$ cat config.mk
export PLATFORM = sky130hd
export DESIGN_NAME = audio_i2s_tx
export DESIGN_NICKNAME = d
export VERILOG_FILES = /design/src/rtl/audio_i2s_tx.sv
export SDC_FILE = /design/constraint.sdc
export NUM_CORES = 1
export LEC_CHECK = 0
export ABC_AREA = 1
export CAP_MARGIN = 40
export CORE_ASPECT_RATIO = 1.1
export CORE_MARGIN = 2
export CORE_UTILIZATION = 40
export CTS_BUF_LIST = sky130_fd_sc_hd__clkbuf_16
export DETAILED_ROUTE_END_ITERATION = 7
export GPL_TIMING_DRIVEN = 0
export PLACE_DENSITY = 0.59
export SETUP_SLACK_MARGIN = 0.4
export SYNTH_ARGS = -nofsm -noshare
export SYNTH_HDL_FRONTEND = slang
export SYNTH_SLANG_ARGS = --single-unit
$ cat constraint.sdc
create_clock -name CLK_50 -period 2.15 [get_ports CLK_50]
set_input_delay 0.215 -clock CLK_50 [delete_from_list [all_inputs] [get_ports CLK_50]]
set_output_delay 0.215 -clock CLK_50 [all_outputs]
set_load 0.05 [all_outputs]
$ cat src/rtl/audio_i2s_tx.sv
// audio_i2s_tx
// ------------
// I2S master transmitter for the codec DAC. After the SPI register loader
// reports that codec configuration is done, this block streams 16-bit stereo
// PCM frames. It generates BCLK, WCLK and DIN from CLK_50.
//
// Frame format: standard I2S, 32 BCLK per frame, 16 bits per slot, MSB
// first, with a one-bit delay after each WCLK edge.
//
// Ports:
//   CLK_50         in   system clock (50 MHz)
//   RESET_n        in   asynchronous active-low reset
//   iCFG_DONE      in   codec configuration complete (level, CLK_50 domain)
//   iL_DATA[15:0]  in   left sample, two's complement
//   iR_DATA[15:0]  in   right sample, two's complement
//   iVALID         in   sample pair valid
//   oREADY         out  one-deep sample buffer is empty
//   oBCLK          out  I2S bit clock
//   oWCLK          out  I2S word clock (0 = left slot, 1 = right slot)
//   oDIN           out  I2S serial data to the codec
//   oUNDERRUN      out  sticky: a frame was loaded from an empty buffer
//   iCLR_UNDERRUN  in   synchronous clear of oUNDERRUN
//   oRUN           out  transmitter state is RUN (this is the FSM state bit)
//   oMCLK          out  CLK_50/4 codec master clock; present only when the
//                       macro AUDIO_I2S_TX_MCLK_EN is defined
//
// Handshake: a pair is accepted on a CLK_50 rising edge where iVALID and
// oREADY are both 1. The upstream logic holds iL_DATA/iR_DATA stable while
// iVALID is high. oREADY falls the cycle after an accept. oREADY rises the
// cycle after the frame load that empties the buffer. oREADY never depends
// combinationally on iVALID.
//
// Parameters:
//   BCLK_DIV    CLK_50 cycles per BCLK half-period (>= 2)
//   FRAME_BITS  BCLK cycles per frame; fixed at 32

module audio_i2s_tx #(
  parameter int BCLK_DIV   = 16,
  parameter int FRAME_BITS = 32
) (
  input  logic        CLK_50,
  input  logic        RESET_n,
  input  logic        iCFG_DONE,
  input  logic [15:0] iL_DATA,
  input  logic [15:0] iR_DATA,
  input  logic        iVALID,
  output logic        oREADY,
  output logic        oBCLK,
  output logic        oWCLK,
  output logic        oDIN,
  output logic        oUNDERRUN,
  input  logic        iCLR_UNDERRUN,
  output logic        oRUN
`ifdef AUDIO_I2S_TX_MCLK_EN
  ,
  output logic        oMCLK
`endif
);

  localparam int DIV_W = (BCLK_DIV > 2) ? $clog2(BCLK_DIV) : 1;
  localparam int BC_W  = $clog2(FRAME_BITS);
  localparam logic [DIV_W-1:0] DIV_LAST = DIV_W'(BCLK_DIV - 1);
  localparam logic [BC_W-1:0]  BC_LAST  = BC_W'(FRAME_BITS - 1);

  typedef enum logic {
    IDLE = 1'b0,
    RUN  = 1'b1
  } state_t;

  state_t state_q, state_d;

  logic [DIV_W-1:0]      div_q;
  logic [BC_W-1:0]       bc_q;
  logic [BC_W-1:0]       bc_nxt;
  logic [BC_W-1:0]       bit_idx;
  logic                  bclk_q, wclk_q, din_q;
  logic                  ready_q;
  logic                  underrun_q;
  logic [FRAME_BITS-1:0] buf_q;
  logic [FRAME_BITS-1:0] frame_q;
  logic [FRAME_BITS-1:0] frame_nxt;
  logic                  term_cnt, fall_ev, wrap_ev, load_ev, accept;

  // Divider terminal count. The divider only runs in RUN.
  assign term_cnt = (state_q == RUN) && (div_q == DIV_LAST);
  // A toggle while BCLK is high is the falling edge. All data and WCLK
  // updates happen on this edge.
  assign fall_ev  = term_cnt && bclk_q;
  assign bc_nxt   = bc_q + BC_W'(1);
  assign wrap_ev  = fall_ev && (bc_q == BC_LAST);
  // Frame load happens on the fall where bc becomes 1.
  assign load_ev  = fall_ev && (bc_q == '0);
  assign accept   = iVALID && ready_q;

  // The load uses the buffer state from before this edge. An empty buffer
  // loads silence, even if a pair is accepted on this same edge.
  assign frame_nxt = load_ev ? (ready_q ? '0 : buf_q) : frame_q;

  // One-bit delay: at bc=k the output is F[32-k]. At bc=0 this becomes F[0],
  // the right LSB of the frame just finishing. Modulo-32 negation gives both
  // cases with one index.
  assign bit_idx = BC_W'(0) - bc_nxt;

  // ---------------- FSM ----------------
  always_ff @(posedge CLK_50 or negedge RESET_n) begin
    if (!RESET_n) state_q <= IDLE;
    else          state_q <= state_d;
  end

  always_comb begin
    state_d = state_q;
    case (state_q)
      IDLE: if (iCFG_DONE) state_d = RUN;
      RUN:  if (wrap_ev && !iCFG_DONE) state_d = IDLE;
      default: state_d = IDLE;
    endcase
  end

  // ---------------- buffer / underrun ----------------
  always_ff @(posedge CLK_50 or negedge RESET_n) begin
    if (!RESET_n) begin
      buf_q      <= '0;
      ready_q    <= 1'b1;
      underrun_q <= 1'b0;
      frame_q    <= '0;
    end else begin
      if (accept) buf_q <= {iL_DATA, iR_DATA};

      if (load_ev && !ready_q) ready_q <= 1'b1;
      else if (accept)         ready_q <= 1'b0;

      // A new underrun takes priority over a clear on the same edge.
      if (load_ev && ready_q) underrun_q <= 1'b1;
      else if (iCLR_UNDERRUN) underrun_q <= 1'b0;

      frame_q <= frame_nxt;
    end
  end

  // ---------------- bit clock, word clock, serial data ----------------
  always_ff @(posedge CLK_50 or negedge RESET_n) begin
    if (!RESET_n) begin
      div_q  <= '0;
      bc_q   <= '0;
      bclk_q <= 1'b0;
      wclk_q <= 1'b0;
      din_q  <= 1'b0;
    end else if (state_q == IDLE) begin
      div_q  <= '0;
      bclk_q <= 1'b0;
      wclk_q <= 1'b0;
      din_q  <= 1'b0;
      // On entry to RUN, park bc at the last count. The first fall event
      // (2*BCLK_DIV cycles later) then wraps it to 0, and the first frame
      // load follows one BCLK after that.
      bc_q   <= iCFG_DONE ? BC_LAST : '0;
    end else if (term_cnt) begin
      div_q <= '0;
      if (state_d == IDLE) begin
        // Configuration dropped. Stop at the frame boundary.
        bclk_q <= 1'b0;
        wclk_q <= 1'b0;
        din_q  <= 1'b0;
        bc_q   <= '0;
      end else begin
        bclk_q <= ~bclk_q;
        if (bclk_q) begin
          bc_q   <= bc_nxt;
          wclk_q <= bc_nxt[BC_W-1];
          din_q  <= frame_nxt[bit_idx];
        end
      end
    end else begin
      div_q <= div_q + DIV_W'(1);
    end
  end

  assign oBCLK     = bclk_q;
  assign oWCLK     = wclk_q;
  assign oDIN      = din_q;
  assign oREADY    = ready_q;
  assign oUNDERRUN = underrun_q;
  assign oRUN      = (state_q == RUN);

`ifdef AUDIO_I2S_TX_MCLK_EN
  // Free-running master clock for the codec PLL. It runs before and during
  // SPI configuration.
  logic [1:0] mclk_cnt;
  always_ff @(posedge CLK_50 or negedge RESET_n) begin
    if (!RESET_n) mclk_cnt <= 2'd0;
    else          mclk_cnt <= mclk_cnt + 2'd1;
  end
  assign oMCLK = mclk_cnt[1];
`endif

endmodule

======== Word-level counts from Yosys, hierarchy flattened ========
Cells that the tools add are included.
word-level totals
  register bits after elaboration ......... 79
  word-level logic and storage cells ...... 63
  bits of input ports ..................... 37
  memories ................................ 0
  bits in latches ......................... 0
  ROM bits ................................ 0
  RAM bits ................................ 0
  output and inout bits ................... 6
operators by class
  multipliers ............................. 0
  magnitude comparators ................... 1
  mux-type cells .......................... 29
  shift operators ......................... 0
  bitwise gates (word level) .............. 2
  div/mod/pow operators ................... 0
  equal/unequal tests ..................... 4
  reduce and logical (&&, ||, !) cells .... 14
  add/subtract/negate cells ............... 3
operator list
  cell                 number
  $mux 32              2
  $mux 5               5
  $mux 1               18
  $logic_and 1x1->1    8
  $mux 4               2
  $lt 5x6->1 const B   1
  $add 5x1->5 const B  1
  $bmux 1 s5           1
  $eq 5x5->1 const B   1
  $logic_not 5->1      1
  $sub 1x5->5 const A  1
  $add 4x1->4 const B  1
  $eq 4x4->1 const B   1
  $reduce_bool 2->1    2
  $ne 3x2->1 const B   1
  $logic_not 1->1      2
  $ne 2x1->1 const B   1
  $not 1->1            2
  $pmux 1 s2           1
  $reduce_and 2->1     1

======== Longest topological paths before layout ========
  depth after elaboration ................. 11
  gate-level depth with buffers ........... 18

======== Least setup slack after synthesis ========
Ideal clock, no wire load.
  path type ............................... reg2reg
  from .................................... register bc_q[0]
  to ...................................... register din_q (netlist: oDIN)
  stages on the path, launching flop included .. 15
  data arrival time ....................... 1.961 ns
  path slack .............................. 0.072 ns
  period minus slack after synthesis ...... 2.078 ns
  cells stage by stage .................... dfrtp_1 -> buf_2 -> inv_2 -> buf_4 -> ha_1 -> nand2_1 -> inv_1 -> nor2_2 -> nand3_1 -> nand2_1 -> nand3_1 -> nand2_1 -> nand2_1 -> nand3_1 -> nand2_1
between the ends
  longest elaborated chain between the ends .. 9
  elaborated cells on any way between the ends .. 18
RTL lines
  what                                                                 line  RTL
  start, declared                                                      73    logic [BC_W-1:0] bc_q;
  start signal, assigned                                               156   bc_q <= iCFG_DONE ? BC_LAST : '0;
  start signal, assigned                                               168   bc_q <= bc_nxt;
  parallel branches: the longest is 9 deep, another holds $add 5x1->5  --
  end signal, assigned                                                 170   din_q <= frame_nxt[bit_idx];
  end, declared                                                        76    logic bclk_q, wclk_q, din_q;
Several ways; the timed one is not identified. The select of a mux whose other input is x is not followed.
A chain may end at the register's enable or synchronous reset.

======== Final worst setup path ========
Same ends and word-level chain as after synthesis.

==> impl.org <==
** Route
- Via density :: 4.81
- The detail route stage leaves a number of antenna-violating nets equal to 0.
- Final wirelength :: 9.72 mm
- For this block, the initial DRC count from the detailed router was 177.
- The first detailed-routing pass took 4 iterations.
- In the routed design, unresolved DRC markers number 0.
- The detailed router placed 3346 vias in this run.
- Dividing the detail-routed wire length by the instance count gives 14.0 µm.

** Yosys
- By area, the combinational part of the netlist is dominated by simple AND/OR/NAND/NOR gates.
- Primary flip-flop cell chosen by synthesis mapping :: sky130_fd_sc_hd__dfrtp_1
- Number of warnings issued by yosys :: 0
- By area the synthesized netlist is led by sky130_fd_sc_hd__dfrtp_1 (50%), sky130_fd_sc_hd__nand2_1 (17%), sky130_fd_sc_hd__nand3_1 (8.4%), sky130_fd_sc_hd__inv_1 (5.3%), sky130_fd_sc_hd__nor2_1 (2.8%).
- In this run the mean area of a mapped cell was just under 8 µm².
- The cell area that synthesis handed to floorplanning was 3910 µm².
- Cell variety after synth :: 29
- Net count of the mapped netlist :: 540
- Library cell occupying the most area in the post-synthesis netlist :: sky130_fd_sc_hd__dfrtp_1
- Of the synthesized area, sequential elements account for 0.506.
- The share of synthesized area in the top cell type comes to 0.499.
- In this run, synthesis inferred 0 flip-flops with an integrated enable.
- Of the post-synthesis cell area, the part taken by muxes is 0.
- By instance count, the leading cell after synthesis is sky130_fd_sc_hd__nand2_1.
- Register bit total from synthesis :: a little under 80
- The commonest cells after synthesis are sky130_fd_sc_hd__nand2_1 (178), sky130_fd_sc_hd__dfrtp_1 (78), sky130_fd_sc_hd__nand3_1 (66).
- Of the total synthesized cell area, the portion taken by full adders, half adders and majority gates is 0.0128.
- Post-Synth Simple-Gate Area :: 0.336
- Compound-Gate Fraction of Synth Area :: 0.0419
- Of the total synthesized cell area, the portion taken by XOR and XNOR cells is 0.00896.
- Async set or reset register ratio after synthesis :: 1.00
- Counting every instance in the synthesized netlist gives 499.

** Clock tree
- TritonCTS built the clock tree.
- Count of clock tree sinks :: 79
- Clock latency on the worst-skew pair, taken at its later pin, is 340 ps.
- Clock-pin slew was measured on the worst setup and hold paths at around 60 ps.
- In this run the deepest clock path goes through 2 buffers.
- Clock H-tree levels :: 3
- Clock root buffer master :: sky130_fd_sc_hd__clkbuf_16
- Buffers inserted during clock tree synthesis total 9.

** Layout
- Layout area overhead :: 36.3%
- Final net count :: 615
- After the flow finishes, the layout carries non-filler instances totaling 696.
- Design area :: about 5300 µm²
- Of the cells placed in the final design, the portion with a size suffix greater than 1 is 0.195.
- 0 antenna diodes ended up in the layout.

** Power and ir drop
- Leak :: 2.74 nW
- VDD sags by at most 702 µV.
- Power per cell area :: 1290 nW/µm²

** Critical path
- Among all stages on the critical path, the largest delay is contributed by sky130_fd_sc_hd__dfrtp_1.
- The worst setup path is launched from a flip-flop.
- Required time worst endpoint :: 2380 ps
- Critical path fanouts, max :: 5
- Worst r2r path cells :: 17
- In this design, the stage delay of the slowest critical-path cell is 390 ps.
- The worst setup path is captured at a flip-flop.
- Crit path top cell by count :: sky130_fd_sc_hd__nand3_2
- Type of the worst setup path :: reg2reg
- Walking the worst path, the cells encountered are buf_6 -> inv_8 -> buf_8 -> ha_4 -> nand2_4 -> nor2_4 -> buf_6 -> buf_6 -> nand3_1 -> nand3_2 -> nand3_2 -> nand3b_1 -> nand2_1 -> nand2_1 -> nand3_2 -> nand3_2 -> nand2_1.
- STA puts the critical path data arrival time at 2320 ps.

** Flow run
- Max-capacitance violation count :: 0

** Timing
- For the final database, setup skew stands at about 5.1 ps.
- Post-layout minimum cycle time :: 2100 ps
- The number of max-slew violations in the final report was 0.
- Setup repair after global routing missed its margin :: true
- For the final routed database, the setup TNS stands at 0 ps.
- Tcrit/Tclk final :: 0.975
- Remaining max-slew budget at the tightest pin :: 0.674
- Timing would allow up to about 0.48 GHz.
- Setup violators final :: 0
- The tightest hold path in the finished design has a slack of about 300 ps.
- The final number of hold-violating endpoints is 0.
- Worst-Margin Slew :: 488 ps
- Across all setup checks in the final design, the least slack found is 53.4 ps.

** Place
- PortBufs :: 42
- In this run the cell area measured after placement is 4560 µm².
- Setup slack at placement :: -107 ps
- Detailed placement finished with a half-perimeter wire length of 6.47 mm.
- The number of placed instances, taps included, is 659.
- GP Congestion :: 0.844

** Die
- From left edge to right edge, the die measures 98.3 µm.
- Std cell rows :: 37
- Boundary Pins :: between 40 and 50
- Floorplan die area :: 10600 µm²
- The total area inside the core boundary comes to 9440 µm².
- Die H :: 108 µm
- Initial standard-cell utilization of the core :: 0.414

** Outcome
- The run finished with clean final reports.

** GRT
- Antenna violations before repair :: 0
- First-pass GRT wire length :: 16.0 mm
- Summed over all layers, the global routing overflow is 0.
- The number of global-route vias before repair was 3315.
- Pin count of the biggest net entering global routing :: 61
- Tot GR Track Use :: 0.193

** Worst hold path
- Hold crit path type :: in2async
==> metrics by stage <==
| stage | utilization | total power, mW |
|---|---|---|
| 6_report | 0.564 | 6.86 |
| 5_1_grt | 0.564 | 7.40 |
| 4_1_cts | 0.547 | 6.70 |
| 3_5_place_dp | 0.483 | 4.97 |
| 3_3_place_gp | 0.480 | 4.92 |
| 2_1_floorplan | - | 4.20 |
==> routing by layer <==
layer  wire length, µm  up-vias  global-route usage
met5                 0        -                   0
met4               186        0              0.0763
met3               368       15              0.0305
met2              4600       71               0.315
met1              4570     1558               0.261
li1                  -     1702                   -
==> kinds of logic (layout without fill, tap and decap cells) <==
family	after synthesis	count (layout)
flops	79	79
compound gates	30	30
fa+ha+maj	4	4
xor+xnor	4	4
buf+inv	80	159
simple gates	302	303
==> critical path: cells and delay by family, from the launching register on <==
family	cells	cell delay (ps)
and+or+nand+nor	11	920
buffers and inverters	5	570
DFF	1	390
adders and majority gates	1	120
==> layout make-up <==
cell class,count,area (µm²)
Buffer,22,200
Clock buffer,9,225
Sequential cell,79,1980
Tap cell,117,146
Inverter,58,228
Fill cell,904,4120
Multi-Input combinational cell,341,1820
Timing Repair Buffer,63,691
Clock inverter,7,42.5
==> cell usage in the layout, fill, tap and decap left out, drive strengths merged <==
cell | Yosys | layout
o21ai | 20 | 20
inv | 57 | 59
clkinv | 1 | 3
dfrtp | 78 | 78
clkbuf | 8 | 17
nand3b | 5 | 5
dlygate4sd2 | 0 | 3
o22ai | 1 | 1
a21oi | 4 | 4
nor2 | 33 | 33
dfstp | 1 | 1
clkdlybuf4s50 | 0 | 38
nand2 | 186 | 187
nand3 | 66 | 66
xor2 | 3 | 3
dlygate4sd3 | 0 | 1
xnor2 | 1 | 1
a21o | 1 | 1
and2 | 12 | 12
clkinvlp | 0 | 3
o211ai | 4 | 4
buf | 14 | 35
ha | 4 | 4
==> power by group <==
part,total (mW),leakage (nW),internal (mW),switching [mW]
Clock,1.37,0.128,0.771,0.600
Combinational,3.20,1.59,1.30,1.91
Sequential,2.29,1.02,2.01,0.281
==> registers in the layout (all words and copies together) (netlist names) <==
| register | count |
|---|---|
| oREADY | 1 |
| oUNDERRUN | 1 |
| div_q | 4 |
| oWCLK | 1 |
| oDIN | 1 |
| bc_q | 5 |
| oBCLK | 1 |
| frame_q | 32 |
| oRUN | 1 |
| buf_q | 32 |
==> worst paths after layout <==
kind	slack (ps)	from	endpoint
max in group asynchronous	1210	RESET_n	oREADY$_DFFE_PN1P_
worst min register to register	470	frame_q[9]$_DFF_PN0_	frame_q[9]$_DFF_PN0_
worst max register to register	50	bc_q[0]$_DFFE_PN0P_	oDIN$_DFFE_PN0P_
worst min-delay path	300	RESET_n	frame_q[5]$_DFF_PN0_
min in group CLK_50	410	iR_DATA[3]	buf_q[3]$_DFFE_PN0P_
worst max-delay path	50	bc_q[0]$_DFFE_PN0P_	oDIN$_DFFE_PN0P_
==> timing repair <==
action / in CTS / in global routing
buffers inserted: 13 / 2
gates resized for setup: 47 / 31
pin swaps: 19 / 19
endpoints found under the setup margin: 30 / 22
endpoints found under the hold margin: 19 / 0
gates cloned: 3 / 2
hold buffers: 1 / 0
No activity file was read; power rests on OpenSTA's default activity.
